## src/rtl/mem_port_arbiter.sv

```systemverilog
// -----------------------------------------------------------------------------
// mem_port_arbiter
// Shares one memory port between NREQ requester memory interfaces.
//  - Round-robin grant, scanning upward from the pointer; the pointer moves
//    to winner+1 after every grant.
//  - One-entry command buffer toward memory (ACT held stable until NEXT).
//  - In-order tag FIFO: each read accepted by memory pushes the issuing
//    requester index; each DRDY beat pops it and steers R_DRDY back.
//
// Ports
//  CLK, RESET            clock, asynchronous active-high reset
//  R_ACT/R_CMD           per-requester request valid / read(1) write(0)
//  R_SIZE/R_ADDRESS/R_DTo per-requester size, byte address, write data
//  R_NEXT                request accepted this cycle (combinational)
//  R_DRDY/R_DTi          read-data valid (per requester) / read data (broadcast)
//  ACT/CMD/SIZE/ADDRESS/DTo  registered memory command
//  NEXT                  memory accepts the command when ACT & NEXT
//  DRDY/DTi              read data beat from memory, in request order
//  ERR                   sticky: DRDY arrived with no outstanding read
// -----------------------------------------------------------------------------
module mem_port_arbiter #(
  parameter int NREQ   = 4,
  parameter int TDEPTH = 8
) (
  input  logic                 CLK,
  input  logic                 RESET,
  input  logic [NREQ-1:0]      R_ACT,
  input  logic [NREQ-1:0]      R_CMD,
  input  logic [2*NREQ-1:0]    R_SIZE,
  input  logic [45*NREQ-1:0]   R_ADDRESS,
  input  logic [32*NREQ-1:0]   R_DTo,
  output logic [NREQ-1:0]      R_NEXT,
  output logic [NREQ-1:0]      R_DRDY,
  output logic [31:0]          R_DTi,
  output logic                 ACT,
  output logic                 CMD,
  output logic [1:0]           SIZE,
  output logic [44:0]          ADDRESS,
  output logic [31:0]          DTo,
  input  logic                 NEXT,
  input  logic                 DRDY,
  input  logic [31:0]          DTi,
  output logic                 ERR
);

  localparam int IW = $clog2(NREQ);
  localparam int TW = $clog2(TDEPTH);
  localparam int CW = TW + 1;

  // Command buffer
  logic          r_act;
  logic          r_cmd;
  logic [1:0]    r_size;
  logic [44:0]   r_addr;
  logic [31:0]   r_dto;
  logic [IW-1:0] r_own;   // requester that owns the buffered command
  logic [IW-1:0] r_rr;    // round-robin pointer (highest-priority index)

  // Read-tag FIFO
  logic [IW-1:0] r_tag [TDEPTH];
  logic [TW-1:0] r_wp;
  logic [TW-1:0] r_rp;
  logic [CW-1:0] r_cnt;

  // Read-return side
  logic [NREQ-1:0] r_rdrdy;
  logic [31:0]     r_rdti;
  logic            r_err;

  logic            w_free;
  logic            w_push;
  logic            w_pop;
  logic            w_empty;
  logic            w_room;
  logic [IW-1:0]   w_pop_tag;
  logic [NREQ-1:0] w_elig;
  logic            w_found;
  logic [IW-1:0]   w_win;
  logic            w_grant;
  logic [IW-1:0]   w_rr_next;
  logic [NREQ-1:0] w_next;

  // Buffer can take a new command if empty or being drained this cycle.
  assign w_free  = ~RESET & (~r_act | NEXT);
  assign w_push  = r_act & NEXT & r_cmd;
  assign w_empty = (r_cnt == '0);
  // A beat arriving while empty is still legal if a read is being pushed now;
  // in that case it belongs to the command in the buffer.
  assign w_pop     = DRDY & (~w_empty | w_push);
  assign w_pop_tag = w_empty ? r_own : r_tag[r_rp];
  // Room for one more read, counting the read entering memory this cycle.
  assign w_room  = (r_cnt + CW'(w_push)) < CW'(TDEPTH);

  // NOTE: every signal written in always_comb gets a default first so that no
  // path leaves it unassigned, which would otherwise infer a latch.
  always_comb begin
    w_elig = '0;
    for (int i = 0; i < NREQ; i++) begin
      w_elig[i] = R_ACT[i] & (~R_CMD[i] | w_room);
    end
  end

  always_comb begin
    int j;
    j       = 0;
    w_found = 1'b0;
    w_win   = '0;
    for (int k = 0; k < NREQ; k++) begin
      j = int'(r_rr) + k;
      if (j >= NREQ) j = j - NREQ;
      if (!w_found && w_elig[j]) begin
        w_found = 1'b1;
        w_win   = IW'(j);
      end
    end
  end

  assign w_grant   = w_free & w_found;
  assign w_rr_next = (w_win == IW'(NREQ - 1)) ? '0 : w_win + 1'b1;

  always_comb begin
    w_next = '0;
    if (w_grant) w_next[w_win] = 1'b1;
  end

  // NOTE: sequential state uses non-blocking assignments so every register
  // samples pre-edge values regardless of statement order.
  always_ff @(posedge CLK or posedge RESET) begin
    if (RESET) begin
      r_act  <= 1'b0;
      r_cmd  <= 1'b0;
      r_size <= '0;
      r_addr <= '0;
      r_dto  <= '0;
      r_own  <= '0;
      r_rr   <= '0;
    end else if (w_grant) begin
      r_act  <= 1'b1;
      r_cmd  <= R_CMD[w_win];
      r_size <= R_SIZE[int'(w_win)*2 +: 2];
      r_addr <= R_ADDRESS[int'(w_win)*45 +: 45];
      r_dto  <= R_DTo[int'(w_win)*32 +: 32];
      r_own  <= w_win;
      r_rr   <= w_rr_next;
    end else if (NEXT) begin
      r_act  <= 1'b0;
    end
  end

  always_ff @(posedge CLK or posedge RESET) begin
    if (RESET) begin
      r_wp  <= '0;
      r_rp  <= '0;
      r_cnt <= '0;
    end else begin
      if (w_push) r_wp <= r_wp + 1'b1;
      if (w_pop)  r_rp <= r_rp + 1'b1;
      case ({w_push, w_pop})
        2'b10:   r_cnt <= r_cnt + 1'b1;
        2'b01:   r_cnt <= r_cnt - 1'b1;
        default: r_cnt <= r_cnt;
      endcase
    end
  end

  // NOTE: the tag storage is not reset; an entry is only read after it has
  // been written, and the occupancy counter alone defines validity.
  always_ff @(posedge CLK) begin
    if (w_push) r_tag[r_wp] <= r_own;
  end

  always_ff @(posedge CLK or posedge RESET) begin
    if (RESET) begin
      r_rdrdy <= '0;
      r_rdti  <= '0;
      r_err   <= 1'b0;
    end else begin
      r_rdrdy <= '0;
      if (w_pop)         r_rdrdy[w_pop_tag] <= 1'b1;
      if (DRDY)          r_rdti <= DTi;
      if (DRDY & ~w_pop) r_err <= 1'b1;
    end
  end

  assign R_NEXT  = w_next;
  assign R_DRDY  = r_rdrdy;
  assign R_DTi   = r_rdti;
  assign ACT     = r_act;
  assign CMD     = r_cmd;
  assign SIZE    = r_size;
  assign ADDRESS = r_addr;
  assign DTo     = r_dto;
  assign ERR     = r_err;

endmodule
```

## config.mk

```make
export PLATFORM = sky130hd
export DESIGN_NAME = mem_port_arbiter
export DESIGN_NICKNAME = d
export VERILOG_FILES = /design/src/rtl/mem_port_arbiter.sv
export SDC_FILE = /design/constraint.sdc
export NUM_CORES = 1
export LEC_CHECK = 0
export ABC_AREA = 0
export CORE_AREA = 2 2 185 187
export CTS_CLUSTER_DIAMETER = 60
export CTS_CLUSTER_SIZE = 24
export DETAILED_ROUTE_END_ITERATION = 7
export DIE_AREA = 0 0 187 189
export HOLD_SLACK_MARGIN = 0.05
export SLEW_MARGIN = 10
export SYNTH_ARGS = -nofsm -noshare
export SYNTH_HDL_FRONTEND = slang
export SYNTH_SLANG_ARGS = --single-unit
export TNS_END_PERCENT = 30
```

## constraint.sdc

```tcl
create_clock -name CLK -period 4.4 [get_ports CLK]
set_input_delay 0.44 -clock CLK [delete_from_list [all_inputs] [get_ports CLK]]
set_output_delay 0.44 -clock CLK [all_outputs]
set_load 0.01 [all_outputs]
```

==> results_dict.tcl, run 1 <==
set metrics [dict create \
    status "complete, no violations" \
    syn_to_final_growth_pct 74.52 \
    final_max_slew_viol_count 0 \
    grt_pass1_wl_mm 45.24 \
    synth_edf_count 16 \
    routed_wl_mm 30.37 \
    fmax_mhz 259.0 \
    busiest_layer "met2" \
    drv_cap 0 \
    synth_seq_cells 148 \
    clock_sinks 148 \
    antenna_found_initial 2 \
    portBuffers 481 \
    overflow 0 \
    drt_pass1_iterations 5 \
    fin_skew_ps 7.826 \
    initial_core_util_pct 23.49 \
    dpl_worst_slack_ps 530.0 \
    hp-class "in2async" \
    cp_top_family "buffers and inverters" \
    remaining_drc_errors 0 \
    worstPathRequired_ps 3960 \
    num_vias 7220 \
    root_buffer "clkbuf_16" \
    path_max_fanout 26 \
    fillers 3209 \
    post-route-min-period_ps 3861 \
    drtAntennaViolNets 0 \
    synth_nets 1030 \
    clockBufferDepth 2 \
    globalplace.congestion 0.7658 \
    nNetsFinal 1485 \
    syn_area_sq_um 7817 \
    tightest_slew_ps 1061 \
    irDropWorstVdd_v 0.0005354 \
    setup_viol 0 \
    worst_skew_pair.late_latency_ps 440 \
    dp_hpwl_mm 22.72 \
    postSynthCellCount 663 \
    cts_setup_buffers 0 \
    final_core_util_pct 40.99 \
    fin_ws_ps 539.5 \
    die_y_um 189 \
    power_density_nw_per_um2 529.6 \
    drive_gt1_share_pct 7.781 \
    yosysWarnings 0 \
    viasPerCell 4.570 \
    cts_hold_buffers 0 \
    critPathArrivalTime_ps 3420 \
    critPathKind "in2out" \
    grt.total_usage_pct 16.88 \
    final-hold-violation-count 0 \
    crit_top_cell "clkdlybuf4s50_1" \
    p_leak_nw 5.899 \
    drtIter0Drc 311 \
    cts_made_buffers 17 \
    path_cells "clkdlybuf4s50_1 -> and3_4 -> inv_2 -> or4b_1 -> nand3_1 -> mux2i_1 -> a22oi_1 -> a21o_4 -> nor2_1 -> clkdlybuf4s50_1" \
    cts_tree "yes" \
    num_rows 67 \
    dieArea_sq_um 35340 \
    slowest_stage "or4b_1" \
    post-route-period-util_pct 87.74 \
    cp-end-kind "output pin" \
    core-area_sq_um 33280 \
    synth-main-ff-cell "dfrtp_1" \
    cpPeakStageDelay_ps 520 \
    cts_max_level 4 \
    grt_pass1_vias 7484 \
    ios 482 \
    grtUsageMet2_pct 30.41 \
    synth_cell_type_count 42 \
    grtUsageMet3_pct 4.467 \
    slew_headroom_pct 28.60 \
    synth-async-reset-ratio_pct 89.19 \
    cts.clk_slew.worst_paths_ps 70 \
    startpoint_type "input pin" \
    rsz0062_at_grt "false" \
    synth_area_per_cell_sq_um 11.79 \
    cts.repair.resized 0 \
    worst-path-buf-inv 3 \
    setup_tns_ps 0 \
    grt_max_degree 99 \
    met1_usage_pct 19.35 \
    wire_per_inst_um 19.22 \
    yosysSeqAreaShare_pct 48.40 \
    die_w_um 187 \
]
cell usage after synthesis, drive strengths merged (6+ instances only):
master	instances	area, sq um
mux2i	164	1642
dfrtp	132	3303
nand2	96	360.4
o221ai	80	700.7
mux2	33	371.6
buf	26	182.7
clkbuf	26	97.59
edfxtp	16	480.5
nor2	13	48.80
inv	8	30.03
o21ai	8	40.04
ha	6	75.07
worst paths after layout:
| path | start | end | slack [ps] | cells past startpoint |
|---|---|---|---|---|
| worst min-delay path | RESET | ADDRESS[32]$_DFFE_PP0P_ | 470 | 2 |
| worst max register to register | ACT$_DFFE_PP0P_ | ADDRESS[8]$_DFFE_PP0P_ | 1090 | 9 |
| max in group asynchronous | RESET | DTo[7]$_DFFE_PP0P_ | 3080 | 3 |
| worst min register to register | ADDRESS[31]$_DFFE_PP0P_ | ADDRESS[31]$_DFFE_PP0P_ | 470 | 2 |
| min in group CLK | ADDRESS[31]$_DFFE_PP0P_ | ADDRESS[31]$_DFFE_PP0P_ | 480 | 2 |
| worst max-delay path | NEXT | R_NEXT[0] | 540 | 10 |
report_power, final:
group          internal (mW)  switching [mW]  total [mW]
Clock                  0.760           0.708        1.47
Sequential              1.89           0.356        2.25
Combinational           1.90            1.61        3.51
Total                   4.55            2.68        7.23
area by class of cell:
type                            count  area, sq um  share of cell area [%]
Timing Repair Buffer              488         4917                   36.04
Sequential cell                   148         3784                   27.73
Multi-Input combinational cell    455         3762                   27.58
Tap cell                          448        560.5                   4.109
Clock buffer                       17        425.4                   3.118
Clock inverter                     15        156.4                   1.146
Inverter                            8        35.03                  0.2568
Antenna cell                        1        2.502                 0.01834
flip-flops by register name (all words and copies together) (netlist names), 3 cells and up:
register and flops:
r_rp 3, r_cnt 4, DTo 32, ADDRESS 45, R_DTi 32, r_tag 16
R_DRDY 4, r_wp 3
cells in the final DEF, fill, tap and decap left out, types with 7 or more instances in the layout:
cell type	instances
nand2_1	96
inv_6	7
mux2_2	33
clkdlybuf4s50_1	481
clkbuf_16	17
edfxtp_1	16
nor2_1	13
mux2i_1	164
dfrtp_1	132
o221ai_1	80
per-stage QoR:
step           cells  total power [mW]  instance area (sq um)  hold slack (ps)
2_1_floorplan    663             4.168                   7818            502.3
3_3_place_gp    1547             5.783                  13060            464.0
3_5_place_dp    1547             5.812                  13060            471.8
4_1_cts         1579             7.335                  13640            489.0
5_1_grt         1579             7.692                  13640            494.0
6_report        1580             7.226                  13640            475.0
logic make-up after synthesis:
kind of cell	Yosys count	share of synthesized area (%)
flops	148	48.40
mux	201	26.90
compound gates	106	11.22
simple gates	133	7.394
buf+inv	60	3.969
xor+xnor	8	0.8963
fa+ha+maj	7	1.216
metal layers:
metal | vias up | share of wire (%)
met5 | - | 0.040
met1 | 3479 | 39
met2 | 286 | 53
li1 | 3421 | -
met3 | 32 | 6.3
met4 | 2 | 1.8
Note: power is estimated with default switching activity, not from simulation.
==> run 2, diff against run 1 <==
--- a/config.mk
+++ b/config.mk
@@ -6,6 +6,7 @@
 export NUM_CORES = 1
 export LEC_CHECK = 0
 export ABC_AREA = 0
+export ABC_CLOCK_PERIOD_IN_PS = 4400
 export CORE_AREA = 2 2 185 187
 export CTS_CLUSTER_DIAMETER = 60
 export CTS_CLUSTER_SIZE = 24
==> results of run 2 <==
No change in the layout: final DEF, timing and power equal those of run 1.
